## src/rtl/mandelbrot_pixel_sequencer.sv

```systemverilog
// Mandelbrot pixel sequencer.
// Walks the screen raster one pixel at a time, hands each coordinate to a
// free-running iteration engine, waits for the engine's done pulse, captures
// the colour that follows it and issues one framebuffer write per pixel in
// strict raster order. One frame is produced per i_start.
module mandelbrot_pixel_sequencer #(
  parameter int H_RES  = 800,
  parameter int V_RES  = 600,
  parameter int ADDR_W = 19
) (
  input  logic                i_clk,
  input  logic                i_rst_n,
  input  logic                i_start,
  output logic signed [15:0]  o_x,
  output logic signed [15:0]  o_y,
  input  logic                i_done,
  input  logic [7:0]          i_red,
  input  logic [7:0]          i_green,
  input  logic [7:0]          i_blue,
  output logic                o_wr_valid,
  input  logic                i_wr_ready,
  output logic [ADDR_W-1:0]   o_wr_addr,
  output logic [23:0]         o_wr_data,
  output logic                o_busy,
  output logic                o_frame_done
);

  localparam int X_W = (H_RES > 1) ? $clog2(H_RES) : 1;
  localparam int Y_W = (V_RES > 1) ? $clog2(V_RES) : 1;
  localparam logic [X_W-1:0] X_LAST = X_W'(H_RES - 1);
  localparam logic [Y_W-1:0] Y_LAST = Y_W'(V_RES - 1);

  typedef enum logic [1:0] {
    ST_IDLE,
    ST_FLUSH,
    ST_RUN,
    ST_DRAIN
  } state_t;

  state_t              r_state;
  state_t              w_nextState;

  logic [X_W-1:0]      r_x;
  logic [Y_W-1:0]      r_y;
  logic [ADDR_W-1:0]   r_pendAddr;
  logic                r_capture;
  logic                r_wrValid;
  logic [ADDR_W-1:0]   r_wrAddr;
  logic [23:0]         r_wrData;
  logic                r_frameDone;

  logic                w_handshake;
  logic                w_bufFree;
  logic                w_accept;
  logic                w_lastPixel;
  logic                w_drainDone;
  logic [ADDR_W-1:0]   w_pixelAddr;

  // The write slot can take a new result when it is empty or is being
  // emptied on this very edge. A done arriving during the capture cycle is
  // treated like a busy slot so the pending address is never overwritten.
  assign w_handshake = r_wrValid & i_wr_ready;
  assign w_bufFree   = ~r_wrValid | i_wr_ready;
  assign w_accept    = (r_state == ST_RUN) & i_done & w_bufFree & ~r_capture;
  assign w_lastPixel = (r_x == X_LAST) & (r_y == Y_LAST);
  assign w_drainDone = (r_state == ST_DRAIN) & w_handshake & ~r_capture;
  assign w_pixelAddr = ADDR_W'(r_y) * ADDR_W'(H_RES) + ADDR_W'(r_x);

  // State register for the frame controller.
  always_ff @(posedge i_clk or negedge i_rst_n) begin
    if (!i_rst_n) begin
      r_state <= ST_IDLE;
    end else begin
      r_state <= w_nextState;
    end
  end

  // Next-state logic: FLUSH swallows the engine's stale result, RUN accepts
  // pixels, DRAIN waits for the last write to be taken.
  always_comb begin
    w_nextState = r_state;
    case (r_state)
      ST_IDLE: begin
        if (i_start) begin
          w_nextState = ST_FLUSH;
        end
      end
      ST_FLUSH: begin
        if (i_done) begin
          w_nextState = ST_RUN;
        end
      end
      ST_RUN: begin
        if (w_accept && w_lastPixel) begin
          w_nextState = ST_DRAIN;
        end
      end
      ST_DRAIN: begin
        if (w_drainDone) begin
          w_nextState = ST_IDLE;
        end
      end
      default: begin
        w_nextState = ST_IDLE;
      end
    endcase
  end

  // Raster coordinate: only moves when a result is accepted, so a dropped
  // result makes the engine recompute the same pixel.
  always_ff @(posedge i_clk or negedge i_rst_n) begin
    if (!i_rst_n) begin
      r_x <= '0;
      r_y <= '0;
    end else if (r_state == ST_IDLE) begin
      r_x <= '0;
      r_y <= '0;
    end else if (w_accept) begin
      if (r_x == X_LAST) begin
        r_x <= '0;
        if (r_y == Y_LAST) begin
          r_y <= '0;
        end else begin
          r_y <= r_y + Y_W'(1);
        end
      end else begin
        r_x <= r_x + X_W'(1);
      end
    end
  end

  // Remember which pixel was accepted; its colour arrives one cycle later.
  always_ff @(posedge i_clk or negedge i_rst_n) begin
    if (!i_rst_n) begin
      r_capture  <= 1'b0;
      r_pendAddr <= '0;
    end else begin
      r_capture <= w_accept;
      if (w_accept) begin
        r_pendAddr <= w_pixelAddr;
      end
    end
  end

  // Single-entry write slot: loaded on the capture cycle, held until taken.
  always_ff @(posedge i_clk or negedge i_rst_n) begin
    if (!i_rst_n) begin
      r_wrValid <= 1'b0;
      r_wrAddr  <= '0;
      r_wrData  <= '0;
    end else if (r_capture) begin
      r_wrValid <= 1'b1;
      r_wrAddr  <= r_pendAddr;
      r_wrData  <= {i_red, i_green, i_blue};
    end else if (w_handshake) begin
      r_wrValid <= 1'b0;
    end
  end

  // One-cycle end-of-frame pulse on the edge that takes the final write.
  always_ff @(posedge i_clk or negedge i_rst_n) begin
    if (!i_rst_n) begin
      r_frameDone <= 1'b0;
    end else begin
      r_frameDone <= w_drainDone;
    end
  end

  assign o_x          = 16'(r_x);
  assign o_y          = 16'(r_y);
  assign o_wr_valid   = r_wrValid;
  assign o_wr_addr    = r_wrAddr;
  assign o_wr_data    = r_wrData;
  assign o_busy       = (r_state != ST_IDLE);
  assign o_frame_done = r_frameDone;

endmodule

```

## config.mk

```make
export PLATFORM = sky130hd
export DESIGN_NAME = mandelbrot_pixel_sequencer
export DESIGN_NICKNAME = d
export VERILOG_FILES = /design/src/rtl/mandelbrot_pixel_sequencer.sv
export SDC_FILE = /design/constraint.sdc
export NUM_CORES = 1
export LEC_CHECK = 0
export CAP_MARGIN = 20
export CORE_ASPECT_RATIO = 1.4
export CORE_MARGIN = 4
export CORE_UTILIZATION = 46
export CTS_CLUSTER_DIAMETER = 150
export DETAILED_ROUTE_END_ITERATION = 16
export PLACE_DENSITY = 0.77
export SYNTH_ARGS = -nofsm -noshare
export SYNTH_HDL_FRONTEND = slang
export SYNTH_SLANG_ARGS = --single-unit
```

## constraint.sdc

```tcl
create_clock -name i_clk -period 3.8 [get_ports i_clk]
set_clock_uncertainty 0.05 [all_clocks]
set_input_delay 0.76 -clock i_clk [delete_from_list [all_inputs] [get_ports i_clk]]
set_output_delay 0.76 -clock i_clk [all_outputs]
set_load 0.05 [all_outputs]
```

After elaboration in Yosys (flattened, before gate mapping)
Cells that the tools add are included.
{"block": "totals", "elab_cells": 54, "register_bits": 87, "out_inout_bits": 78}
{"block": "op_classes", "eq_ne": 9, "multipliers": 1, "reduce_logical": 8, "bitwise_logic": 10, "n_addsub": 3, "n_mux": 14}
{"cell": "$mux 10", "n": 7}
{"cell": "$add 10x1->10 const B", "n": 2}
{"cell": "$eq 10x10->1 const B", "n": 2}
{"cell": "$add 19x10->19", "n": 1}
{"cell": "$mul 10x5->14 const B", "n": 1}
{"cell": "$mux 2", "n": 4}
{"cell": "$pmux 2 s4", "n": 1}
{"cell": "$reduce_bool 2->1", "n": 4}
{"cell": "$and 1x1->1", "n": 7}
{"cell": "$ne 2x2->1 const B", "n": 3}
{"cell": "$eq 2x2->1 const B", "n": 2}
{"cell": "$reduce_and 4->1", "n": 1}
{"cell": "$eq 2x1->1 const B", "n": 1}
{"cell": "$logic_not 2->1", "n": 1}
{"cell": "$mux 1", "n": 2}
{"cell": "$ne 2x1->1 const B", "n": 1}
{"cell": "$not 1->1", "n": 2}
{"cell": "$reduce_and 2->1", "n": 1}
{"cell": "$logic_and 1x1->1", "n": 1}
{"cell": "$or 1x1->1", "n": 1}

Logic depth before layout (Yosys ltp)
{"block": "depth", "ltp_word": 7, "mapped_depth": 15, "depth_no_buf": 15}

Worst setup path before layout
Ideal clock, no wire load.
{"block": "synth_path", "kind": "reg2reg", "start": "register r_y[5]", "end": "register r_pendAddr[17]", "synth_period_minus_slack_ns": 3.955, "stages_incl_launch_ff": 16, "path_slack_ns": -0.155, "setup_ns": 0.132, "t_arrival_ns": 3.773, "n_path_buf": 0, "required_time_ns": 3.618, "path_cell_list": "dfrtp_1 > inv_1 > ha_1 > inv_1 > ha_1 > inv_1 > fa_1 > inv_1 > ha_1 > and3_1 > a2111oi_4 > xnor2_1 > nand4_2 > nor4_1 > xnor2_1 > o21ai_1"}
{"block": "synth_between", "elab_chain_cells": 2}
{"element": "from (decl)", "line_no": "44", "text": "logic [Y_W-1:0] r_y;"}
{"element": "from (signal assigned)", "line_no": "124", "text": "r_y <= r_y + Y_W'(1);"}
{"element": "$mul 10x5->14", "line_no": "67", "text": "assign w_pixelAddr = ADDR_W'(r_y) * ADDR_W'(H_RES) + ADDR_W'(r_x);"}
{"element": "$add 19x10->19", "line_no": "67"}
{"element": "to (signal assigned)", "line_no": "140", "text": "r_pendAddr <= w_pixelAddr;"}
{"element": "to (decl)", "line_no": "45", "text": "logic [ADDR_W-1:0] r_pendAddr;"}
Every way passes these cells.
A chain may end at the register's enable or synchronous reset.

Worst setup path after layout
{"block": "layout_path", "start": "register r_y[4]", "end": "register r_pendAddr[17]"}
Same word-level chain as after synthesis.

==> results.sh <==
export IMPL_min_delay_start="r_pendAddr[5]"
export IMPL_drtIter0Drc=184
export IMPL_die_width_um=95.3
export IMPL_whs_endpoint="r_pendAddr[5]"
export IMPL_p_leak_nw=2.99
export IMPL_stdcell_area_sq_mm=0.00633
export IMPL_grt_pass1_wl_mm=17.0
export IMPL_slowest_delay_ns=0.49
export IMPL_hold_viol_final=0
export IMPL_hold_path_class="reg -> reg"
export IMPL_synth_area_sq_mm=0.00491
export IMPL_stdcell_count=688
export IMPL_cap_violations=0
export IMPL_cellPowerDensity_mw_per_mm2=491
export IMPL_timing_fmax_ghz=0.275
export IMPL_layout_min_cycle_time_ns=3.64
export IMPL_arrival_ns=3.80
export IMPL_numClockSinks=87
export IMPL_critPathMaxFanout=6
export IMPL_critical_path_top_delay_family="adder cells"
export IMPL_critical_path_class="reg -> reg"
export IMPL_holdWs_ns=0.422
export IMPL_reg2reg_to="r_pendAddr[17]"
export IMPL_synthDistinctLibCells=48
export IMPL_antenna_cells=0
export IMPL_rows=44
export IMPL_syn_area_per_cell_sq_um=11.0
export IMPL_synth_edf_count=0
export IMPL_grt_max_degree=58
export IMPL_grt_ovfl_total=0
export IMPL_synth_common_cells="dfrtp_1, nand2_1, ha_1, mux2_2, inv_1"
export IMPL_syn_inst=448
export IMPL_crit_chain="ha_1 -> inv_1 -> ha_1 -> inv_1 -> fa_1 -> inv_1 -> ha_4 -> and3_1 -> a2111oi_4 -> xnor2_2 -> nand4_4 -> nor4_4 -> xnor2_1 -> o21ai_1"
export IMPL_ff2ff_path_depth=14
export IMPL_ant_nets=0
export IMPL_finalPower_mw=3.11
export IMPL_yosysMostFrequentCell="dfrtp_1"
export IMPL_drc=0
export IMPL_async_flop_share=1.00
export IMPL_dp_hpwl_mm=7.75
export IMPL_vias_per_cell=5.04
export IMPL_vias=3469
export IMPL_status="finished, final reports clean"
export IMPL_cts_inserted_buffers=9
export IMPL_postCtsHoldBufs=0
export IMPL_yosysSeqAreaShare=0.444
export IMPL_antenna_found_initial=0
export IMPL_ys_warn_count=0
export IMPL_grt_pass1_vias=3585
export IMPL_ys_flop_type="dfrtp_1"
export IMPL_placedCellCount=668
export IMPL_tightest_slew_ns=0.722
export IMPL_layout_worst_path_cycle_share=0.957
export IMPL_ys_ff_latch=87
export IMPL_critPathCaptureType="flop"
export IMPL_core_sq_mm=0.0104
export IMPL_final_layout_size_suffix_gt1_frac=0.160
export IMPL_setup_violations_final=0
export IMPL_clock_latency_ns=0.33
export IMPL_tns_ns=0
export IMPL_fillerInstances=847
export IMPL_io_pins=107
export IMPL_holdPathStages=2
export IMPL_fin_nets=627
export IMPL_netlist_area_leader_share=0.444
export IMPL_routed_wl_mm=10.3
export IMPL_relSlewSlack=0.519
export IMPL_cp_required_ns=3.96
export IMPL_vdd_ir_drop_worst_mv=0.248
export IMPL_cp_slowest_cell="fa_1"
export IMPL_cp_common_cell="inv_1"
export IMPL_placed_area_sq_mm=0.00592
export IMPL_r2r_setup_slack_ns=0.16
export IMPL_cts_tree="yes"
export IMPL_die_y_um=130
export IMPL_routabilityCongestion=0.895
export IMPL_startpoint_type="flop"
export IMPL_setup_slack_ns=0.163
export IMPL_wl_per_cell_um=15.0
export IMPL_fin_util=0.608
export IMPL_reg2reg_from="r_y[4]"
export IMPL_path_buf_inv=3
export IMPL_grtUsageTotal=0.173
export IMPL_die_area_sq_mm=0.0124
export IMPL_port_buffers=94
export IMPL_clock_path_buffers=2
export IMPL_synthTopCellsByArea="dfrtp_1, ha_1, mux2_2, nand2_1, xnor2_1"
export IMPL_clkTransAtPathRegs_ns=0.06
export IMPL_drv_slew=0
export IMPL_drtPass1Iterations=4
export IMPL_area_growth_synth_to_final_pct=29.0
export IMPL_cts_htree_levels=3
export IMPL_yosysTopAreaCell="dfrtp_1"
export IMPL_place_ws_ns=-0.0204
export IMPL_start_util=0.472
export IMPL_cts_root_buf="clkbuf_16"
## per-layer routing
| layer | up-vias | track usage | part of all wire |
|---|---|---|---|
| li1 | 1680 | - | - |
| met1 | 1690 | 0.206 | 0.41 |
| met2 | 87 | 0.306 | 0.53 |
| met3 | 12 | 0.0375 | 0.053 |
| met4 | 0 | 0.0544 | 0.011 |
| met5 | - | 0 | 0 |
## worst min-delay path, cell delays in order, from the launching register on
cell     delay [ns]
dfrtp_1        0.34
nand2_1        0.05
nand2_1        0.05
## repair_timing
action                     CTS  global route
setup buffers                0             4
resized for setup            1             7
pin swaps                    0             5
setup endpoints to repair    1             4
## cells in the final DEF (no fill, tap or decap), types with 2 or more instances in the layout
cell type | synthesis | layout
a211oi_1 | 2 | 2
a21o_1 | 5 | 5
a21oi_1 | 7 | 7
and2_1 | 2 | 2
and3_1 | 7 | 7
buf_4 | 18 | 11
clkbuf_16 | 0 | 9
clkdlybuf4s50_1 | 0 | 93
clkinv_2 | 1 | 3
clkinv_4 | 0 | 2
conb_1 | 1 | 12
dfrtp_1 | 87 | 82
dfrtp_2 | 0 | 5
fa_1 | 6 | 6
ha_1 | 47 | 44
ha_4 | 0 | 3
inv_1 | 35 | 35
mux2_2 | 43 | 43
nand2_1 | 48 | 48
nand2b_1 | 3 | 3
nand3_1 | 10 | 10
nand4_1 | 5 | 5
nor2_1 | 20 | 20
nor2b_1 | 7 | 7
nor4_4 | 1 | 2
o21a_1 | 2 | 2
o21ai_0 | 24 | 24
o31ai_1 | 4 | 4
or3_1 | 2 | 2
xnor2_1 | 19 | 18
xnor2_2 | 1 | 2
xor2_1 | 13 | 13
## registers in the layout, summed over array words and instances, names as in the netlist
register	count
o_wr_data	24
o_frame_done	1
r_state	2
r_capture	1
o_wr_valid	1
r_y	10
r_x	10
r_pendAddr	19
o_wr_addr	19
## layout make-up
class | count | area (sq um) | area share
clock inverter | 5 | 57.6 | 0.00909
sequential | 87 | 2180 | 0.345
tap | 138 | 173 | 0.0273
inverter | 36 | 136 | 0.0216
clock buffer | 11 | 243 | 0.0384
timing repair buffer | 104 | 1010 | 0.160
multi-input combinational | 307 | 2520 | 0.399
## worst max path at each step
stage                 from              to  slack (ns)  depth (start not counted)
floorplan           r_y[5]  r_pendAddr[17]        0.02                         15
global placement    r_y[4]  r_pendAddr[17]         0.1                         14
detailed placement  r_y[4]  r_pendAddr[17]       -0.02                         14
CTS                 r_y[4]  r_pendAddr[18]      0.0007                         14
global route        r_y[4]  r_pendAddr[18]       -0.04                         14
finish              r_y[4]  r_pendAddr[17]        0.16                         14
## power by group
group / internal (mW) / switching [mW] / total, mW
clock: 0.527 / 0.344 / 0.871
combinational: 0.366 / 0.670 / 1.04
sequential: 1.09 / 0.111 / 1.20
total: 1.98 / 1.12 / 3.11
## cells by family (layout without fill, tap and decap cells)
logic type | Yosys count | in the layout | synth area share
multiplexers | 43 | 43 | 0.0987
other | 1 | 12 | 0.000764
flip-flops | 87 | 87 | 0.444
AND/OR/NAND/NOR | 113 | 113 | 0.113
AO/OA/AOI/OAI | 53 | 53 | 0.0729
XOR/XNOR | 33 | 33 | 0.0604
buffers and inverters | 65 | 156 | 0.0658
adder cells (fa/ha/maj) | 53 | 53 | 0.144
No activity file was read; power rests on OpenSTA's default activity.
==> RTL edit (same settings) <==
Encoding of `state_t`: now one-hot (4 bits for 4 states).
--- a/src/rtl/mandelbrot_pixel_sequencer.sv
+++ b/src/rtl/mandelbrot_pixel_sequencer.sv
@@ -31,9 +31,9 @@
   localparam logic [Y_W-1:0] Y_LAST = Y_W'(V_RES - 1);
 
-  typedef enum logic [1:0] {
-    ST_IDLE,
-    ST_FLUSH,
-    ST_RUN,
-    ST_DRAIN
+  typedef enum logic [3:0] {
+    ST_IDLE  = 4'b0001,
+    ST_FLUSH = 4'b0010,
+    ST_RUN   = 4'b0100,
+    ST_DRAIN = 4'b1000
   } state_t;
 
Behaviour: same outputs for any inputs over 10 cycles, from zero or initial values and one cycle with i_rst_n low; not proved beyond that.
==> RTL edit against the original RTL <==
Critical path depth shrank 1. Sequential share of layout area increased by 0.77 points. Area after synthesis is 2.3% higher. Cell area about the same. Sequential cell count up 2. Wire length decreased by 1.2%. Global-route usage is 0.78 points lower. Hold slack got worse by 0.14 ns. Worst setup slack better by 0.053 ns.
Power is not compared: it rests on default switching activity, and its combinational part moved more than twofold at a synthesized area within 25%.
==> RTL edit: results (changes against the original RTL) <==
Worst-margin pin slew: 0.546 ns (-0.176 ns)
Met2 WL: 5240 µm (-3.4%)
Proportion of layout cells with a drive suffix above 1: 14.1% (-1.9 points)
Hpwl dp: 7910 µm (+2.0%)
VDD IR-drop max: 0.000204 V
Placer Congestion: 0.854 (-4.5%)
Fraction of registers with async set/reset: 100% (unchanged)
WL met1: 4160 µm (-1.8%)
Worst path max stage delay: 0.46 ns (-0.03 ns)
Critical path origin: r_y[3]
# DRC: 0 (unchanged)
Kind of cell adding the most delay to the critical path: adder cells
Placed Area: 6030 µm² (+1.7%)
Syn Area/Cell: 10.7 µm² (-2.2%)
Cells after DPL: 687 (+2.8%)
Post-DR wirelength/cell: 14.5 µm (-3.4%)
Vias post-DR: 3562 (+2.7%)
Top FF cell, synth: dfrtp_1
Top Metal Used: met4
Run status: complete, no violations
Routed Antenna Nets: 0 (unchanged)
Global-route wire length before repair: 16900 µm (-0.93%)
Synth unique cells: 55 (+15%)
Antenna cells: 0 (unchanged)
Clock Tree Buf Depth: 2 (unchanged)
Worst min path class: input pin to async pin
Critical-path top delay cell: fa_1
Fin crit share: 94.3% (-1.4 points)
First DRT Iteration DRCs: 127 (-31%)
Post-synthesis sequential area ratio: 44.4% (about the same)
R2r setup slk: 0.22 ns (+0.05 ns)
Max FO, Critical Path: 6 (unchanged)
H-tree Lvls: 3 (unchanged)
Reg2Reg Depth: 13 (-1)
Max FFs per register: 24 (unchanged)
Nets: 638 (+1.8%)
Post-place setup slack: 0.181 ns (+0.202 ns)
Gr usage total: 16.5% (-0.78 points)
Hold Worst Slack: 0.284 ns (-0.139 ns)
Critical path arrival: 3.75 ns (-0.05 ns)
Most instantiated cells after synthesis: dfrtp_1 (88), nand2_1 (48), mux2_2 (43)
Largest net degree at the start of global routing: 90 (+55%)
Drt pass-1 iters: 4 (unchanged)
Met3 Wirelength: 674 µm (+24%)
GR Util met1: 19.6% (-1.0 points)
CTS resizes: 0 (-1)
M2 GR Usage: 29.2% (-1.5 points)
Synth top area cells: dfrtp_1 (44%), ha_1 (10%), mux2_2 (9.6%)
DRT Wirelength: 10200 µm (-1.2%)
GRT met3 Usage: 3.49% (-0.26 points)
RTL edit: changes by cell type after synthesis, sizes merged, moves of 4 or more:
cell | before | now
a21oi | 7 | 15
ha | 47 | 42
nand2b | 3 | 8
nor2 | 20 | 30
o31ai | 5 | 1
RTL edit: logic make-up (layout without fill, tap and decap cells):
logic type	Yosys count	in the layout	share of synthesized area, %
adders and majority gates	48	48	12.9
other	1	12	0.0747
muxes	44	44	9.94
xor gates and xnor gates	29	29	5.21
buffers and inverters	61	147	5.88
DFF	89	89	44.4
and+or+nand+nor	137	137	13.9
AOI/OAI and AO/OA	60	60	7.75
RTL edit: layout make-up:
class	instances	area, µm²
clock buffer	9	225
tap	138	173
sequential	89	2230
multi-input combinational	330	2540
timing repair buffer	98	988
clock inverter	7	46.3
inverter	33	124
fill	846	4190
RTL edit: where the power goes:
group          switching, mW  internal (mW)  total [mW]
logic                 0.0473         0.0278      0.0751
registers                  0          0.948       0.948
clock network          0.353          0.442       0.795
total                  0.400           1.42        1.82
